$ cat config.mk
export PLATFORM = sky130hd
export DESIGN_NAME = ioctl_uploader_flat
export DESIGN_NICKNAME = d
export VERILOG_FILES = /design/src/rtl/ioctl_uploader_if.sv /design/src/rtl/ioctl_uploader.sv /design/src/flat_wrapper.sv
export SDC_FILE = /design/constraint.sdc
export NUM_CORES = 1
export LEC_CHECK = 0
export ABC_AREA = 0
export BUFFER_PORTS_ARGS = -buffer_cell sky130_fd_sc_hd__buf_4
export CAP_MARGIN = 20
export CORE_ASPECT_RATIO = 1.2
export CORE_MARGIN = 3
export CORE_UTILIZATION = 50
export DETAILED_ROUTE_END_ITERATION = 6
export HOLD_SLACK_MARGIN = 0.05
export PLACE_DENSITY_LB_ADDON = 0.05
export SKIP_CTS_REPAIR_TIMING = 1
export SLEW_MARGIN = 30
export SYNTH_ARGS = -nofsm -noshare
export SYNTH_HDL_FRONTEND = slang
export SYNTH_SLANG_ARGS = --single-unit
$ cat constraint.sdc
create_clock -name clk_sys -period 12.5 [get_ports clk_sys]
set_input_delay 1.875 -clock clk_sys [delete_from_list [all_inputs] [get_ports clk_sys]]
set_output_delay 1.875 -clock clk_sys [all_outputs]
set_load 0.01 [all_outputs]
$ cat src/rtl/ioctl_uploader_if.sv
// HPS ioctl upload bus plus the SDRAM read port used to serve it.
// slave: the uploader block; master: the HPS/memory side driving it.
interface ioctl_uploader_if #(
  parameter int unsigned AW = 25
) ();
  logic          ioctl_upload;
  logic          ioctl_rd;
  logic [AW-1:0] ioctl_addr;
  logic [7:0]    ioctl_din;
  logic          ioctl_wait;
  logic [AW-1:0] rom_size;
  logic [AW-1:0] mem_addr;
  logic          mem_rd;
  logic [7:0]    mem_dout;
  logic          busy;

  modport slave (
    input  ioctl_upload, ioctl_rd, ioctl_addr, rom_size, mem_dout,
    output ioctl_din, ioctl_wait, mem_addr, mem_rd, busy
  );

  modport master (
    output ioctl_upload, ioctl_rd, ioctl_addr, rom_size, mem_dout,
    input  ioctl_din, ioctl_wait, mem_addr, mem_rd, busy
  );
endinterface

$ cat src/rtl/ioctl_uploader.sv
// Serves HPS ioctl upload reads from SDRAM with a one-byte sequential
// prefetch buffer, a one-entry pending request slot and FILL beyond rom_size.
module ioctl_uploader #(
  parameter int unsigned AW     = 25,
  parameter int unsigned RD_LAT = 4,
  parameter logic [7:0]  FILL   = 8'hFF
) (
  input logic             clk_sys,
  input logic             reset,
  ioctl_uploader_if.slave bus
);

  typedef enum logic [2:0] { IDLE, FETCH, WAIT, PREFETCH, PWAIT } state_t;

  state_t        state;
  logic [3:0]    cnt;
  logic [3:0]    guard;
  logic [AW-1:0] last_addr;
  logic [7:0]    buf_data;
  logic [AW-1:0] buf_addr;
  logic          buf_valid;
  logic          pend;
  logic [AW-1:0] pend_addr;
  logic [7:0]    din_q;
  logic          wait_q;
  logic [AW-1:0] maddr_q;
  logic          mrd_q;

  logic          req_new;
  logic          req;
  logic [AW-1:0] req_addr;
  logic          req_hit;
  logic          req_fill;
  logic [AW-1:0] next_addr;

  // a fresh strobe is only accepted with no request already outstanding
  assign req_new   = bus.ioctl_upload && bus.ioctl_rd && !wait_q && !pend;
  assign req       = pend || req_new;
  assign req_addr  = pend ? pend_addr : bus.ioctl_addr;
  assign req_hit   = buf_valid && (buf_addr == req_addr);
  assign req_fill  = (req_addr >= bus.rom_size);
  assign next_addr = last_addr + AW'(1);

  assign bus.ioctl_din  = din_q;
  assign bus.ioctl_wait = wait_q;
  assign bus.mem_addr   = maddr_q;
  assign bus.mem_rd     = mrd_q;
  assign bus.busy       = (state != IDLE);

  // request sequencing, SDRAM read issue, prefetch buffer and pending slot
  always_ff @(posedge clk_sys or negedge reset) begin
    if (!reset) begin
      state     <= IDLE;
      cnt       <= '0;
      guard     <= '0;
      last_addr <= '0;
      buf_data  <= '0;
      buf_addr  <= '0;
      buf_valid <= 1'b0;
      pend      <= 1'b0;
      pend_addr <= '0;
      din_q     <= 8'h00;
      wait_q    <= 1'b0;
      maddr_q   <= '0;
      mrd_q     <= 1'b0;
    end else begin
      mrd_q <= 1'b0;
      // guard keeps a new mem_rd out of the previous read's latency window,
      // which matters only when a read was cut short by an abort
      if (guard != '0) guard <= guard - 4'd1;

      if (!bus.ioctl_upload) begin
        state     <= IDLE;
        buf_valid <= 1'b0;
        pend      <= 1'b0;
        wait_q    <= 1'b0;
      end else begin
        unique case (state)
          IDLE: begin
            if (req) begin
              if (req_hit) begin
                din_q     <= buf_data;
                wait_q    <= 1'b0;
                pend      <= 1'b0;
                last_addr <= req_addr;
                state     <= PREFETCH;
              end else if (req_fill) begin
                din_q  <= FILL;
                wait_q <= 1'b0;
                pend   <= 1'b0;
              end else if (guard == '0) begin
                mrd_q     <= 1'b1;
                maddr_q   <= req_addr;
                last_addr <= req_addr;
                guard     <= 4'(RD_LAT);
                wait_q    <= 1'b1;
                pend      <= 1'b0;
                state     <= FETCH;
              end else begin
                pend      <= 1'b1;
                pend_addr <= req_addr;
                wait_q    <= 1'b1;
              end
            end
          end
          FETCH: begin
            cnt   <= 4'(RD_LAT - 1);
            state <= WAIT;
          end
          WAIT: begin
            if (cnt == '0) begin
              din_q  <= bus.mem_dout;
              wait_q <= 1'b0;
              state  <= PREFETCH;
            end else begin
              cnt <= cnt - 4'd1;
            end
          end
          PREFETCH: begin
            buf_valid <= 1'b0;
            if (next_addr >= bus.rom_size) begin
              state <= IDLE;
            end else if (guard == '0) begin
              mrd_q   <= 1'b1;
              maddr_q <= next_addr;
              guard   <= 4'(RD_LAT);
              cnt     <= 4'(RD_LAT);
              state   <= PWAIT;
            end
          end
          PWAIT: begin
            if (cnt == '0) begin
              buf_data  <= bus.mem_dout;
              buf_addr  <= maddr_q;
              buf_valid <= 1'b1;
              state     <= IDLE;
            end else begin
              cnt <= cnt - 4'd1;
            end
          end
          default: state <= IDLE;
        endcase

        // a read landing mid-prefetch is parked and replayed from IDLE
        if ((state == PREFETCH || state == PWAIT) && req_new) begin
          pend      <= 1'b1;
          pend_addr <= bus.ioctl_addr;
          wait_q    <= 1'b1;
        end
      end
    end
  end

endmodule

$ cat src/flat_wrapper.sv
// flat-port wrapper written by rule: the top's interface ports become plain ports
module ioctl_uploader_flat 
#(
  parameter int unsigned AW     = 25,
  parameter int unsigned RD_LAT = 4,
  parameter logic [7:0]  FILL   = 8'hFF
)
  (clk_sys, reset, bus_ioctl_upload, bus_ioctl_rd, bus_ioctl_addr, bus_rom_size, bus_mem_dout, bus_ioctl_din, bus_ioctl_wait, bus_mem_addr, bus_mem_rd, bus_busy);
  ioctl_uploader_if #(.AW(AW)) bus_i ();
  input logic clk_sys;
  input logic reset;
  input wire logic [$bits(bus_i.ioctl_upload)-1:0] bus_ioctl_upload;
  input wire logic [$bits(bus_i.ioctl_rd)-1:0] bus_ioctl_rd;
  input wire logic [$bits(bus_i.ioctl_addr)-1:0] bus_ioctl_addr;
  input wire logic [$bits(bus_i.rom_size)-1:0] bus_rom_size;
  input wire logic [$bits(bus_i.mem_dout)-1:0] bus_mem_dout;
  output wire logic [$bits(bus_i.ioctl_din)-1:0] bus_ioctl_din;
  output wire logic [$bits(bus_i.ioctl_wait)-1:0] bus_ioctl_wait;
  output wire logic [$bits(bus_i.mem_addr)-1:0] bus_mem_addr;
  output wire logic [$bits(bus_i.mem_rd)-1:0] bus_mem_rd;
  output wire logic [$bits(bus_i.busy)-1:0] bus_busy;
  assign bus_i.ioctl_upload = bus_ioctl_upload;
  assign bus_i.ioctl_rd = bus_ioctl_rd;
  assign bus_i.ioctl_addr = bus_ioctl_addr;
  assign bus_i.rom_size = bus_rom_size;
  assign bus_i.mem_dout = bus_mem_dout;
  assign bus_ioctl_din = bus_i.ioctl_din;
  assign bus_ioctl_wait = bus_i.ioctl_wait;
  assign bus_mem_addr = bus_i.mem_addr;
  assign bus_mem_rd = bus_i.mem_rd;
  assign bus_busy = bus_i.busy;
  ioctl_uploader #(.AW(AW), .RD_LAT(RD_LAT), .FILL(FILL)) u_core (.clk_sys(clk_sys), .reset(reset), .bus(bus_i));
endmodule
==> results of run 1 <==
-- final timing paths --
kind                                         start                 endpoint  cells past startpoint
hold reg to reg            u_core.bus.ioctl_din[1]  u_core.bus.ioctl_din[1]                      1
max in group asynchronous                    reset      u_core.pend_addr[4]                      2
setup reg to reg               u_core.last_addr[3]   u_core.bus.mem_addr[1]                     15
hold / removal             u_core.bus.ioctl_din[1]  u_core.bus.ioctl_din[1]                      1
setup / recovery                bus_ioctl_addr[24]  u_core.bus.mem_addr[15]                     13
min in group asynchronous                    reset      u_core.pend_addr[5]                      1
-- layer usage --
layer / GRT usage [%] / vias to the layer above / share of wire (%)
met2: 44.67 / 145 / 52
met3: 4.225 / 35 / 3.8
met5: 0 / - / 0
met4: 8.950 / 0 / 2.3
li1: - / 2906 / -
met1: 30.74 / 3046 / 42
-- per-stage QoR --
step | setup WS, ns | hold WS, ns
3_3_place_gp | 6.209 | 0.4787
2_1_floorplan | 7.973 | 0.4623
3_5_place_dp | 6.351 | 0.4796
4_1_cts | 6.782 | 0.4987
5_1_grt | 6.635 | 0.5229
6_report | 6.789 | 0.4965
-- power by group --
group / internal, mW / leakage (nW) / switching (mW)
Sequential: 0.560 / 1.67 / 0.129
Combinational: 0.339 / 2.56 / 0.354
Clock: 0.350 / 0.305 / 0.193
-- logic make-up after synthesis --
logic type	synth area share (%)
buffers and inverters	4.869
xor gates and xnor gates	5.405
and+or+nand+nor	11.90
muxes	17.46
adders and majority gates	8.509
AOI/OAI and AO/OA	10.57
DFF	41.29
-- flip-flops by register name, summed over array words and instances, names as in the netlist --
register,cells
u_core.state,3
u_core.cnt,4
u_core.buf_valid,1
u_core.last_addr,25
u_core.bus.ioctl_din,8
u_core.buf_data,8
u_core.pend,1
u_core.guard,4
u_core.pend_addr,25
u_core.bus.ioctl_wait,1
u_core.bus.mem_addr,25
u_core.buf_addr,25
u_core.bus.mem_rd,1
-- critical path: cells and delay by family --
| family | cells | cell delay [ns] |
|---|---|---|
| and+or+nand+nor | 6 | 2.16 |
| AOI/OAI and AO/OA | 1 | 0.51 |
| adders and majority gates | 1 | 0.33 |
| buffers and inverters | 3 | 0.59 |
| muxes | 2 | 0.53 |
-- placed cells by master, fill, tap and decap left out, types with 3 or more instances in the layout --
cell type   instances
o221ai_1            9
and2_1              3
nor2_1             36
nand2b_1            3
nor2b_1             8
o21ai_0            49
buf_4             101
clkbuf_16          17
ha_1               54
nand4_1            11
or3_1               3
mux2i_1            27
and4_1              3
clkinvlp_4          4
inv_1              62
mux2_2             73
and3_1              5
a21o_1              6
nor3_1             14
xnor2_1            32
clkbuf_8            3
nand3_1            12
mux2_4             12
bufinv_16           4
xor2_1             17
mux2i_2             5
dfrtp_1           130
o2bb2ai_1           8
nor4_1             12
nand2_1            71
a21oi_1            37
-- layout make-up --
cell class	instances	share of cell area [%]
Multi-Input combinational cell	547	45.13
Sequential cell	131	34.59
Timing Repair Buffer	103	8.268
Clock buffer	20	4.919
Tap cell	204	2.690
Inverter	64	2.532
Clock inverter	12	1.873
==> results.py, run 1 <==
metrics = {
    "final_layout": {
        "nNetsFinal": 980,
        "n_fill_cell": 1282,
        "final_layout_size_suffix_gt1_share_pct": 27.14,
        "area_delta_synth_final_pct": 19.49,
        "fin_cells": 1081,
        "n_antenna_cell": 0,
        "multi_input_area_mm2": 0.004282,
        "post-route-util_pct": 62.15,
        "final_cell_area_mm2": 0.009488,
        "final-seq-area_mm2": 0.003282,
    },
    "worst_setup_path": {
        "required_ns": 12.80,
        "cp-start-kind": "primary input",
        "crit_type": "in -> reg",
        "worst_ep_arrival_time_ns": 6.02,
        "cp_common_cell": "buf_4",
        "critical-path-max-stage-delay_ns": 0.79,
        "slowest_stage": "nor4b_1",
        "cp-end-kind": "flop",
        "path_cells": "buf_4 > mux2i_4 > inv_1 > ha_1 > nand4_1 > nor3_1 > nand2_1 > nor4b_1 > nor2_1 > and3b_4 > o2111a_1 > buf_4 > mux2_4",
        "path_max_fanout": 15,
        "r2r_setup_slack_ns": 7.07,
    },
    "grt": {
        "grt_start_max_net_pins": 81,
        "antenna_found_initial": 0,
        "grt_pass1_vias": 6526,
        "grt_first_pass_wirelength_um": 33650,
        "grt-ovfl-total": 0,
        "grt_usage_pct": 25.09,
    },
    "timing": {
        "finalSetupViolCount": 0,
        "rsz0062_at_grt": "no",
        "fmax_mhz": 175.1,
        "maxSlewHeadroom_pct": 38.41,
        "finalCritPeriodShare_pct": 45.69,
        "setup_tns_ns": 0,
        "final_hold_viol_count": 0,
        "worstMarginPinSlew_ns": 0.9110,
        "finalCriticalPeriod_ns": 5.711,
        "drv_slew": 0,
        "fin_skew_ns": 0.01052,
    },
    "yosys": {
        "syn_area_mm2": 0.007940,
        "synth.cells.most_frequent": "131 x dfrtp_1, 73 x mux2_2, 71 x nand2_1, 62 x inv_1, 54 x ha_1",
        "synth.avg_cell_area_um2": 10.34,
        "synth_area_leader_cell": "dfrtp_1",
        "syn-num-nets": 884,
        "synth_area_leaders": "dfrtp_1 41%, mux2_2 10%, ha_1 8.5%",
        "yosysWarnings": 0,
        "synthArstFlopShare_pct": 100.0,
        "synth.distinct_cells": 56,
        "synth_top_area_share_pct": 41.29,
        "synthCells": 768,
        "synth_flop_cell": "dfrtp_1",
        "ys_seq_area_share_pct": 41.29,
        "yosysMostFrequentCell": "dfrtp_1",
        "synth-edff-count": 0,
        "synth-seq-cells": 131,
    },
    "drt": {
        "drc": 0,
        "ant_nets": 0,
        "drt_wl_total_um": 20980,
        "num_vias": 6132,
        "post_drt_wl_per_cell_um": 19.41,
        "drt_iter0_drc": 361,
        "vias_per_cell": 5.673,
        "first_pass_iters": 5,
    },
    "die": {
        "core-area_mm2": 0.01527,
        "initial_core_util_pct": 52.01,
        "dieArea_mm2": 0.01743,
        "fp.dieW_um": 121.0,
        "num_rows": 49,
        "die_h_um": 144.0,
        "io_pins": 98,
    },
    "placement": {
        "place_area_mm2": 0.008843,
        "hpwl_um": 15980,
        "port_buffers": 97,
        "finalWeightedCongestion": 0.9376,
        "placed_cells": 1049,
    },
    "clock_tree": {
        "h-tree-depth": 4,
        "cts_num_sinks": 131,
        "clock_latency_ns": 0.42,
        "cts_root_buffer": "clkbuf_16",
        "cts-buffers-inserted": 17,
        "clockBufferDepth": 2,
        "cts.clk_slew.worst_paths_ns": 0.06,
        "cts_tree": "done",
    },
    "power_and_ir_drop": {
        "peakVddDrop_uv": 112.1,
        "p_total_mw": 1.925,
        "power.leakage_nw": 4.537,
        "p_per_area_mw_per_mm2": 202.9,
    },
    "worst_hold_path": {
        "min_path_type": "reg -> reg",
    },
    "run": {
        "maxCapViolations": 0,
    },
    "outcome": {
        "status": "completed",
    },
}
Note: power is estimated with default switching activity, not from simulation.
==> inputs of run 2 (changes only) <==
==> constraint.sdc (replaced) <==
create_clock -name clk_sys -period 5.75 [get_ports clk_sys]
set_input_delay 0.8625 -clock clk_sys [delete_from_list [all_inputs] [get_ports clk_sys]]
set_output_delay 0.8625 -clock clk_sys [all_outputs]
set_load 0.01 [all_outputs]
==> run 2 against run 1 <==
Against the previous run: global-route usage increased by 0.21 points; sequential power is 110% higher; wire length grew 0.40%; count of clock-buffer cells in the layout is 2 higher; first-iteration DRC count up 3.6%; total power increased by 120%; critical path depth up 3; die area did not move; worst setup slack got worse by 5.7 ns; sequential cell count stayed put; highest routed layer unchanged.
==> results.py, run 2 (synthesis results as in run 1) <==
metrics = {
    "worst_setup_path": {
        "r2r-end": "u_core.bus.mem_addr[4]",
        "cp.depth": 16,
        "rr_worst_depth": 16,
        "cp-end-kind": "flop",
        "crit_type": "reg -> reg",
        "path_buf_inv": 2,
        "path_cells": "nand3_1 > or3_1 > nor2_1 > nand2_1 > or4b_2 > xnor2_1 > ha_1 > and4_1 > a21oi_1 > nand2_1 > a31oi_1 > buf_4 > a21o_1 > o2111a_1 > buf_4 > mux2_2",
        "required_ns": 6.05,
        "critical-path-max-stage-delay_ns": 0.67,
        "worst_ep_arrival_time_ns": 4.93,
        "reg2reg_from": "u_core.last_addr[3]",
        "crit_family": "simple AND/OR/NAND/NOR gates",
        "r2r_setup_slack_ns": 1.12,
        "slowest_stage": "or4b_2",
        "cp-start-kind": "flop",
        "path_max_fanout": 14,
    },
    "drt": {
        "drt_wl_total_um": 21060,
        "num_vias": 6106,
        "drt_iter0_drc": 374,
        "vias_per_cell": 5.622,
        "ant_nets": 0,
        "first_pass_iters": 5,
        "post_drt_wl_per_cell_um": 19.39,
        "drc": 0,
    },
    "placement": {
        "port_buffers": 97,
        "hpwl_um": 15910,
        "finalWeightedCongestion": 0.8697,
        "placed_cells": 1053,
    },
    "grt": {
        "grt_first_pass_wirelength_um": 33720,
        "grt_start_max_net_pins": 85,
        "grt-ovfl-total": 0,
        "grt_pass1_vias": 6513,
        "antenna_found_initial": 0,
        "grt_usage_pct": 25.30,
    },
    "timing": {
        "maxSlewHeadroom_pct": 42.29,
        "fin_hold_ws_ns": 0.4939,
        "worstMarginPinSlew_ns": 0.8590,
        "fmax_mhz": 215.9,
        "finalSetupViolCount": 0,
        "setup_tns_ns": 0,
        "drv_slew": 0,
        "final_hold_viol_count": 0,
        "rsz0062_at_grt": "no",
        "finalCritPeriodShare_pct": 80.54,
        "fin_skew_ns": 0.007923,
        "finalCriticalPeriod_ns": 4.631,
    },
    "worst_hold_path": {
        "hold_depth": 1,
        "holdPathEnd": "u_core.bus.ioctl_din[3]",
        "min_path_type": "reg -> reg",
        "worstHoldStart": "u_core.bus.ioctl_din[3]",
    },
    "power_and_ir_drop": {
        "peakVddDrop_uv": 263.7,
        "power.leakage_nw": 4.561,
        "p_seq_share_pct": 35.5,
        "swShare_pct": 34.97,
        "p_switching_mw": 1.458,
        "comb_power_share_pct": 37.1,
        "power_frac_clock_pct": 27.4,
        "internal_power_mw": 2.713,
        "p_per_area_mw_per_mm2": 438.3,
    },
    "clock_tree": {
        "cts-buffers-inserted": 17,
        "clock_latency_ns": 0.42,
        "cts.clk_slew.worst_paths_ns": 0.05,
        "clockBufferDepth": 2,
        "cts_root_buffer": "clkbuf_16",
        "cts_tree": "done",
        "cts_num_sinks": 131,
        "h-tree-depth": 4,
    },
    "final_layout": {
        "fin_cells": 1086,
        "n_antenna_cell": 0,
        "final_layout_size_suffix_gt1_share_pct": 27.21,
        "mostFrequentLayoutCells": "130 x dfrtp_1, 105 x buf_4, 73 x mux2_2",
        "final_common_cell": "dfrtp_1",
        "area_delta_synth_final_pct": 19.86,
        "nNetsFinal": 985,
    },
    "die": {
        "fp.dieW_um": 121.0,
        "core-area_mm2": 0.01527,
        "io_pins": 98,
        "num_rows": 49,
        "die_h_um": 144.0,
        "dieArea_mm2": 0.01743,
        "initial_core_util_pct": 52.01,
    },
    "outcome": {
        "status": "completed",
    },
    "run": {
        "maxCapViolations": 0,
    },
}
run 2: worst max path at each step:
stage                        startpoint                       to
floorplan           u_core.last_addr[3]  u_core.bus.mem_addr[10]
global placement    u_core.last_addr[3]   u_core.bus.mem_addr[6]
detailed placement   bus_ioctl_addr[24]      u_core.last_addr[5]
CTS                 u_core.last_addr[3]   u_core.bus.mem_addr[6]
global route        u_core.last_addr[3]   u_core.bus.mem_addr[3]
finish              u_core.last_addr[3]   u_core.bus.mem_addr[4]
run 2: layout make-up:
cell class                 count  area (um2)
timing repair buffer         108       833.3
clock buffer                  22       464.2
sequential                   131        3279
fill                        1309        5749
tap                          204       255.2
multi-input combinational    547        4289
inverter                      64       240.2
clock inverter                10       155.1
run 2: worst register-to-register path, delay by kind of cell (launching register included):
family                   cells  cell delay [ns]
buffers and inverters        2             0.51
adder cells (fa/ha/maj)      1             0.29
AO/OA/AOI/OAI                4             0.70
AND/OR/NAND/NOR              7             1.93
XOR/XNOR                     1             0.28
multiplexers                 1             0.38
flip-flops                   1             0.42
run 2: per-layer routing:
layer,global-route usage [%],vias to the layer above,part of all wire [%]
li1,-,2928,-
met1,30.28,2992,40
met2,44.41,145,51
met3,5.164,41,4.6
met4,10.62,0,3.8
met5,0,-,0
run 2: through the flow:
stage	total power [mW]	area, um2	worst slack (ns)	utilization [%]
2_1_floorplan	2.444	7940	1.789	-
3_3_place_gp	2.979	8872	1.190	58.12
3_5_place_dp	3.041	8876	1.089	58.14
4_1_cts	4.200	9495	1.112	62.20
5_1_grt	4.448	9517	0.8211	62.34
6_report	4.171	9517	1.119	62.34
run 2: power groups by stage:
stage	clock network, mW	logic [mW]	registers, mW
after floorplan	0	0.997	1.45
after global placement	0	1.50	1.48
after CTS	1.16	1.56	1.48
after detailed placement	0	1.55	1.49
after global routing	1.21	1.71	1.53
final	1.14	1.55	1.48
